## src/rtl/traffic_pkg.sv

```systemverilog
// Shared aspect encodings, monitor state/error types and the phase-to-pattern
// mapping of the two-road traffic-light controller.
package traffic_pkg;

    // Aspect bits are {green, amber, red}.
    localparam logic [2:0] RED       = 3'b001;
    localparam logic [2:0] RED_AMBER = 3'b011;
    localparam logic [2:0] GREEN     = 3'b100;
    localparam logic [2:0] AMBER     = 3'b010;

    typedef enum logic [1:0] {
        UNSYNC,
        SYNCING,
        LOCKED,
        FAULT
    } mon_state_t;

    typedef enum logic [1:0] {
        ERR_NONE    = 2'd0,
        ERR_ILLEGAL = 2'd1,
        ERR_SEQ     = 2'd2,
        ERR_SAFETY  = 2'd3
    } err_code_t;

    // Phases 0..3 cycle road B while A is red; phases 4..7 cycle road A.
    function automatic logic [5:0] phase_pattern(input logic [2:0] p);
        logic [2:0] seq;
        case (p[1:0])
            2'd0:    seq = RED_AMBER;
            2'd1:    seq = GREEN;
            2'd2:    seq = AMBER;
            default: seq = RED;
        endcase
        return p[2] ? {seq, RED} : {RED, seq};
    endfunction

endpackage

```

## src/rtl/traffic_light_decode.sv

```systemverilog
// Combinational decode of an observed {A,B} aspect pair back into a controller
// phase, with legality and safety classification.
module traffic_light_decode
    import traffic_pkg::*;
(
    input  logic [2:0] lightsA,
    input  logic [2:0] lightsB,
    output logic [2:0] phase,
    output logic       valid,
    output logic       ambiguous,
    output logic       illegal,
    output logic       unsafe
);

    always_comb begin
        phase     = 3'd0;
        valid     = 1'b1;
        ambiguous = 1'b0;
        case ({lightsA, lightsB})
            {RED,       RED_AMBER}: phase = 3'd0;
            {RED,       GREEN}:     phase = 3'd1;
            {RED,       AMBER}:     phase = 3'd2;
            {RED_AMBER, RED}:       phase = 3'd4;
            {GREEN,     RED}:       phase = 3'd5;
            {AMBER,     RED}:       phase = 3'd6;
            // All-red occurs at both phase 3 and phase 7, so it cannot seed a lock.
            {RED,       RED}: begin
                valid     = 1'b0;
                ambiguous = 1'b1;
            end
            default: valid = 1'b0;
        endcase
    end

    assign illegal = ~(valid | ambiguous);
    assign unsafe  = (lightsA[2] | lightsA[1]) & (lightsB[2] | lightsB[1]);

endmodule

```

## src/rtl/traffic_light_monitor.sv

```systemverilog
// Sequence monitor for the traffic-light controller: locks onto the 8-phase
// cycle, faults on deviations, pulses on unsafe aspects and counts full cycles.
module traffic_light_monitor
    import traffic_pkg::*;
#(
    parameter int LOCK_CYCLES = 4,
    parameter int CNT_W       = 16
)
(
    input  logic             clk,
    input  logic             rst,
    input  logic             sample_en,
    input  logic             clear,
    input  logic [2:0]       lightsA,
    input  logic [2:0]       lightsB,
    output logic [2:0]       phase,
    output logic             locked,
    output logic             fault,
    output logic [1:0]       err_code,
    output logic             safety,
    output logic [CNT_W-1:0] cycles
);

    localparam int MATCH_W = $clog2(LOCK_CYCLES + 1);

    logic [2:0] dec_phase;
    logic       dec_valid;
    logic       dec_ambiguous;
    logic       dec_illegal;
    logic       dec_unsafe;

    traffic_light_decode u_decode (
        .lightsA   (lightsA),
        .lightsB   (lightsB),
        .phase     (dec_phase),
        .valid     (dec_valid),
        .ambiguous (dec_ambiguous),
        .illegal   (dec_illegal),
        .unsafe    (dec_unsafe)
    );

    mon_state_t         state, state_n;
    err_code_t          err_q, err_n;
    logic [2:0]         phase_q, phase_n;
    logic [2:0]         expected, expected_n;
    logic [MATCH_W-1:0] match_cnt, match_cnt_n;
    logic [CNT_W-1:0]   cycles_q, cycles_n;
    logic               safety_q, safety_n;

    logic               match;
    logic [MATCH_W-1:0] cnt_inc;

    assign match   = ({lightsA, lightsB} == phase_pattern(expected));
    assign cnt_inc = match_cnt + MATCH_W'(1);

    always_comb begin
        state_n     = state;
        err_n       = err_q;
        phase_n     = phase_q;
        expected_n  = expected;
        match_cnt_n = match_cnt;
        cycles_n    = cycles_q;
        safety_n    = 1'b0;

        if (clear) begin
            state_n     = UNSYNC;
            err_n       = ERR_NONE;
            match_cnt_n = '0;
            safety_n    = sample_en & dec_unsafe;
        end else if (sample_en) begin
            safety_n = dec_unsafe;
            case (state)
                UNSYNC: begin
                    if (dec_valid && !dec_ambiguous) begin
                        phase_n     = dec_phase;
                        expected_n  = dec_phase + 3'd1;
                        match_cnt_n = '0;
                        state_n     = SYNCING;
                    end
                end
                SYNCING: begin
                    if (match) begin
                        phase_n     = expected;
                        expected_n  = expected + 3'd1;
                        match_cnt_n = cnt_inc;
                        if (cnt_inc == MATCH_W'(LOCK_CYCLES)) state_n = LOCKED;
                    end else begin
                        state_n = UNSYNC;
                    end
                end
                LOCKED: begin
                    if (match) begin
                        phase_n    = expected;
                        expected_n = expected + 3'd1;
                        // Accepting phase 0 while locked means a 7->0 wrap.
                        if (expected == 3'd0 && cycles_q != '1)
                            cycles_n = cycles_q + CNT_W'(1);
                    end else begin
                        state_n = FAULT;
                        if (dec_unsafe)       err_n = ERR_SAFETY;
                        else if (dec_illegal) err_n = ERR_ILLEGAL;
                        else                  err_n = ERR_SEQ;
                    end
                end
                default: ;
            endcase
        end
    end

    always_ff @(posedge clk) begin
        if (!rst) begin
            state     <= UNSYNC;
            err_q     <= ERR_NONE;
            phase_q   <= 3'd0;
            expected  <= 3'd0;
            match_cnt <= '0;
            cycles_q  <= '0;
            safety_q  <= 1'b0;
        end else begin
            state     <= state_n;
            err_q     <= err_n;
            phase_q   <= phase_n;
            expected  <= expected_n;
            match_cnt <= match_cnt_n;
            cycles_q  <= cycles_n;
            safety_q  <= safety_n;
        end
    end

    assign phase    = phase_q;
    assign locked   = (state == LOCKED);
    assign fault    = (state == FAULT);
    assign err_code = err_q;
    assign safety   = safety_q;
    assign cycles   = cycles_q;

endmodule

```

## config.mk

```make
export PLATFORM = sky130hd
export DESIGN_NAME = traffic_light_monitor
export DESIGN_NICKNAME = d
export VERILOG_FILES = /design/src/rtl/traffic_pkg.sv /design/src/rtl/traffic_light_decode.sv /design/src/rtl/traffic_light_monitor.sv
export SDC_FILE = /design/constraint.sdc
export NUM_CORES = 1
export LEC_CHECK = 0
export CAP_MARGIN = 20
export CORE_ASPECT_RATIO = 0.75
export CORE_UTILIZATION = 50
export DETAILED_ROUTE_END_ITERATION = 8
export GPL_TIMING_DRIVEN = 0
export PLACE_DENSITY = 0.84
export SLEW_MARGIN = 20
export SYNTH_ARGS = -nofsm -noshare
export SYNTH_HDL_FRONTEND = slang
export SYNTH_SLANG_ARGS = --single-unit
```

## constraint.sdc

```tcl
create_clock -name clk -period 4.3 [get_ports clk]
set_input_delay 0.645 -clock clk [delete_from_list [all_inputs] [get_ports clk]]
set_output_delay 0.645 -clock clk [all_outputs]
set_load 0.02 [all_outputs]
```

; ---- Word level (Yosys, flattened, before mapping)
; Index checks and enable logic that the tools add are counted.
[totals]
input_bits = 10
regBits = 30
[op_classes]
n_reduce_logical = 17
mux = 23
eq_ne = 20
addsub = 4
bitwise_logic = 8
[ops]
columns = operator, n
row1 = "6-bit by 4-bit equality test with 1-bit output, second input constant", 4
row2 = 3-bit two-way mux, 6
row3 = 3-bit case mux with 2 select lines, 3
row4 = "16-bit by 1-bit adder with 16-bit output, second input constant", 1
row5 = "16-bit != test, second input constant", 1
row6 = 3-bit case mux with 5 select lines, 1
row7 = 5-bit AND reduction, 3
row8 = "6-bit by 5-bit equality test with 1-bit output, second input constant", 2
row9 = 2-bit two-way mux, 6
row10 = "3-bit by 1-bit adder with 3-bit output, second input constant", 3
row11 = 3-bit case mux with 3 select lines, 1
row12 = "2-bit equality test, second input constant", 3
row13 = 6-bit equality test, 1
row14 = "6-bit equality test, second input constant", 1
row15 = 6-bit two-way mux, 1
row16 = "2-bit != test, second input constant", 3
row17 = 2-bit case mux with 3 select lines, 1
row18 = 6-bit OR reduction, 1
row19 = "2-bit by 1-bit equality test with 1-bit output, second input constant", 2
row20 = 2-bit zero test, 2
row21 = 1-bit two-way mux, 4
row22 = 4-bit AND reduction, 1
row23 = 2-bit nonzero test, 2
row24 = 2-bit OR reduction, 2
row25 = other kinds (11), 17

; ---- Depth between registers and ports, before layout
[depth]
depth_word = 6
mapped_depth = 10

; ---- Hierarchy
; Synthesis repeated with hierarchy kept, for this count alone.
[unflattened]
hier_cells = 249
area_unflattened_um2 = 2040.7
[by_module_without_submodules]
columns = module, cells_per_inst, instances, area_each_um2
row1 = traffic_light_monitor, 225, 1, 1855.5
row2 = traffic_light_decode, 24, 1, 185.2

; ---- Worst setup path after synthesis
; Ideal clock, no wire load.
[synth_timing]
path_type = input to register
from = input lightsA[2]
to = register match_cnt[1]
path_stages = 7
arrival_time_ns = 2.334
t_required_ns = 4.174
n_path_buf = 1
setup_slack_ns = 1.840
setup_time_ns = 0.126
path_cell_list = buf_2 or3b_2 a211oi_2 o31ai_1 or4_1 a22oi_1 a211oi_1
[synth_via]
elab_chain_cells = 6
[synth_rtl]
columns = item, line_no
row1 = start: declaration, traffic_light_monitor.sv:14  ; input logic [2:0] lightsA,
row2 = 6-bit by 4-bit equality test with 1-bit output (tied with other cells), traffic_light_decode.sv:19  ; case ({lightsA, lightsB})
row3 = 6-bit OR reduction (no line) / 1-bit two-way mux (equally long branches), n/a
row4 = 1-bit two-way mux / 1-bit zero test (equally long branches), "traffic_light_decode.sv:19, traffic_light_monitor.sv:74"
row5 = 1-bit logical AND, traffic_light_monitor.sv:74  ; if (dec_valid && !dec_ambiguous) begin
row6 = 2-bit != test (no line), n/a
row7 = 4-bit AND reduction (no line) *, n/a
row8 = end signal: assignment, traffic_light_monitor.sv:124  ; match_cnt <= match_cnt_n;
row9 = end: declaration, traffic_light_monitor.sv:46  ; logic [MATCH_W-1:0] match_cnt, match_cnt_n;
; Mark *: on every way between the ends. The rest lies on a longest branch, timed or not.
; A chain may end at the register's enable or synchronous reset.

; ---- Worst setup path in the final report
[layout_timing]
from = input lightsB[0]
to = register expected[1]
[layout_via]
elab_chain_cells = 6
[layout_rtl]
columns = item, line_no
row1 = start: declaration, traffic_light_monitor.sv:15  ; input logic [2:0] lightsB,
row2 = branches (longest 6 deep; another with 3-bit by 1-bit adder with 3-bit output), n/a
row3 = end signal: assignment, traffic_light_monitor.sv:123  ; expected <= expected_n;
row4 = end: declaration, traffic_light_monitor.sv:45  ; logic [2:0] expected, expected_n;
; Parallel ways; which one is timed is not known. The select of a mux whose other input is x is not followed.

==> impl_metrics.py <==
metrics = {
    "outcome": {
        "outcome": "finished clean",
    },
    "synth": {
        "yosys-top-cells-count": "dfxtp_1 (30), nand2_1 (24), o21ai_0 (16)",
        "ys_seq_area_share_pct": 30.1,
        "synth-edff-count": 0,
        "synth_area_per_cell_um2": 8.25,
        "ys_seq_elements": 30,
        "synth_fp_nets": 264,
        "synth_flop_cell": "dfxtp_1",
        "synth.most_common_cell": "dfxtp_1",
        "syn_inst": 242,
        "syn-cell-area_um2": 2000,
        "yosysUniqueCellTypes": 59,
        "yosys-top-cells-area": "dfxtp_1 (30%), ha_1 (7.5%), nand2_1 (4.5%)",
        "synth_top_area_share_pct": 30.1,
        "synth_area_leader_cell": "dfxtp_1",
        "yosys_warnings": 0,
        "async_flop_share_pct": 0,
    },
    "clock_tree": {
        "cts_sinks": 30,
        "ctsHoldBuffers": 0,
        "clk_latency_ps": 290,
        "htree_levels": 2,
        "clkTransAtPathRegs_ps": 70,
        "cts_buffers": 5,
        "post_cts_resized": 0,
        "root_buffer": "clkbuf_8",
        "postCtsSetupBuffers": 0,
        "clk_path_buf_depth": 2,
        "cts_tree": "done",
    },
    "final_layout": {
        "drive_above_1_share_pct": 9.96,
        "multi_input_area_um2": 1280,
        "area_growth_pct": 24.3,
        "n_antenna_cell": 0,
        "nets": 302,
        "regArea_um2": 601,
        "fillers": 322,
    },
    "setup_path": {
        "critPathKind": "input port to flop",
        "reg2regPathDepth": 8,
        "cp-startpoint": "lightsB[0]",
        "critPathCapture": "expected[1]$_SDFFE_PN0P_",
        "rrSetupSlack_ps": 1490,
        "cp_max_fo": 9,
        "critPathArrivalTime_ps": 3210,
        "r2r_start": "expected[0]$_SDFFE_PN0P_",
        "cp.required_ps": 4530,
        "r2r-end": "expected[1]$_SDFFE_PN0P_",
        "cp-start-kind": "input port",
        "cp-end-kind": "flop",
    },
    "drt": {
        "drc_errors": 0,
        "viasPerCell": 5.87,
        "wl_per_cell_um": 14.2,
        "vias": 1956,
        "drtIter0Drc": 146,
        "first_pass_iters": 4,
        "drtAntennaViolNets": 0,
        "drt_wl_total_um": 4740,
    },
    "die": {
        "core_area_um2": 3730,
        "ioPinCount": 34,
        "die_h_um": 56.7,
        "rows": 19,
        "die_w_um": 75.0,
        "die-area_um2": 4250,
        "initial_core_util_pct": 53.5,
    },
    "power_and_ir_drop": {
        "powerDensity_nw_per_um2": 245,
        "p_total_mw": 0.607,
        "vdd_drop_max_mv": 0.178,
        "p_leak_nw": 0.862,
    },
    "job": {
        "cap_violations": 0,
    },
    "grt": {
        "grt_overflow": 0,
        "grt_usage_pct": 25.6,
        "grt_max_degree": 11,
        "grt_first_pass_wirelength_um": 8140,
        "antenna_found_initial": 0,
        "grt_pass1_vias": 1714,
    },
    "timing": {
        "fin_hold_ws_ps": 469,
        "timing.fmax_ghz": 0.335,
        "skew_ps": 4.39,
        "drv_slew": 0,
        "timing_hold_violations_final": 0,
        "fin_crit_ps": 2980,
        "tightest_slew_ps": 730,
        "setup_viol": 0,
        "rsz0062_at_grt": "no",
        "max-slew-margin-rel_pct": 51.1,
        "finalCritPeriodShare_pct": 69.3,
        "tns_ps": 0,
    },
    "placed_design": {
        "dpl.hpwl_um": 3520,
        "gp_congestion": 0.912,
        "portBuffers": 31,
    },
    "worst_hold_path": {
        "holdCritPathClass": "flop to flop",
        "worstHoldStart": "phase[1]$_SDFFE_PN0P_",
    },
}
==> per-stage QoR <==
stage               area, um2  std cells  utilization (%)  setup WS, ps
floorplan                2000        242                -          1840
global placement         2370        325             63.5          1130
detailed placement       2370        325             63.5          1080
CTS                      2480        333             66.5          1380
global route             2480        333             66.5          1090
finish                   2480        333             66.5          1320
==> area by class of cell <==
| cell class | count | area share, % |
|---|---|---|
| plain buffers | 11 | 2.47 |
| clock buffers | 8 | 4.44 |
| inverters | 14 | 2.12 |
| multi-input cells | 187 | 51.6 |
| flip-flops and latches | 30 | 24.2 |
| well taps | 52 | 2.62 |
| repair buffers | 31 | 12.5 |
==> where the power goes <==
| part | switching [mW] | internal [mW] | total, mW |
|---|---|---|---|
| Sequential | 0.000666 | 0.279 | 0.280 |
| Clock | 0.110 | 0.161 | 0.271 |
| Combinational | 0.0334 | 0.0224 | 0.0557 |
| Total | 0.144 | 0.463 | 0.607 |
==> how the worst min path moves through the flow <==
stage / to / cells past startpoint
2_1_floorplan: expected[1]$_SDFFE_PN0P_ / 2
6_report: phase[1]$_SDFFE_PN0P_ / 2
5_1_grt: phase[1]$_SDFFE_PN0P_ / 2
4_1_cts: phase[1]$_SDFFE_PN0P_ / 2
3_5_place_dp: phase[1]$_SDFFE_PN0P_ / 2
3_3_place_gp: phase[1]$_SDFFE_PN0P_ / 2
==> layout by cell type, fill, tap and decap left out, types with 2 or more instances in the layout <==
cell type | Yosys | final
clkdlybuf4s50_1 | 0 | 31
dfxtp_1 | 30 | 30
nand2_1 | 24 | 24
o21ai_0 | 16 | 16
a21oi_1 | 15 | 15
nor2_1 | 15 | 15
inv_1 | 14 | 14
ha_1 | 12 | 12
o31ai_1 | 8 | 8
or4_1 | 8 | 8
clkbuf_8 | 0 | 8
nand2b_1 | 7 | 7
nand4_1 | 7 | 7
nor3_1 | 6 | 6
mux2i_1 | 5 | 5
nand3_1 | 5 | 5
buf_2 | 4 | 4
clkbuf_1 | 4 | 4
xor2_1 | 3 | 3
nor3b_1 | 3 | 3
a211oi_1 | 3 | 3
nor4_1 | 3 | 3
or3_1 | 3 | 3
buf_4 | 2 | 2
or2b_1 | 2 | 2
or3b_2 | 2 | 2
a22oi_1 | 2 | 2
or4b_1 | 2 | 2
o31a_1 | 2 | 2
nor4b_1 | 2 | 2
o22a_1 | 2 | 2
and4_1 | 2 | 2
==> layer usage <==
layer	vias up	wire, um	global-route usage [%]
met5	-	0	0
met3	6	263	5.39
met1	913	2380	38.4
met2	53	2050	34.4
met4	0	56	11.1
li1	984	-	-
==> flip-flops by register name (all words and copies together), names as in the netlist <==
signal     cells
cycles        16
err_code       2
expected       3
match_cnt      3
phase          3
safety         1
state          2
==> critical path, cell delays in order <==
cell and delay, ps:
clkdlybuf4s50_1 550, or4b_1 580, o21ai_2 100, a31oi_1 160
o31ai_1 640, and2_1 340, mux2i_1 190
==> kinds of logic after synthesis <==
family | count (synthesis) | share of synthesized area, %
compound gates | 65 | 22.6
xor+xnor | 4 | 1.76
fa+ha+maj | 12 | 7.52
buf+inv | 25 | 5.70
flops | 30 | 30.1
mux | 6 | 3.07
simple gates | 100 | 29.2
Note: power is estimated with default switching activity, not from simulation.
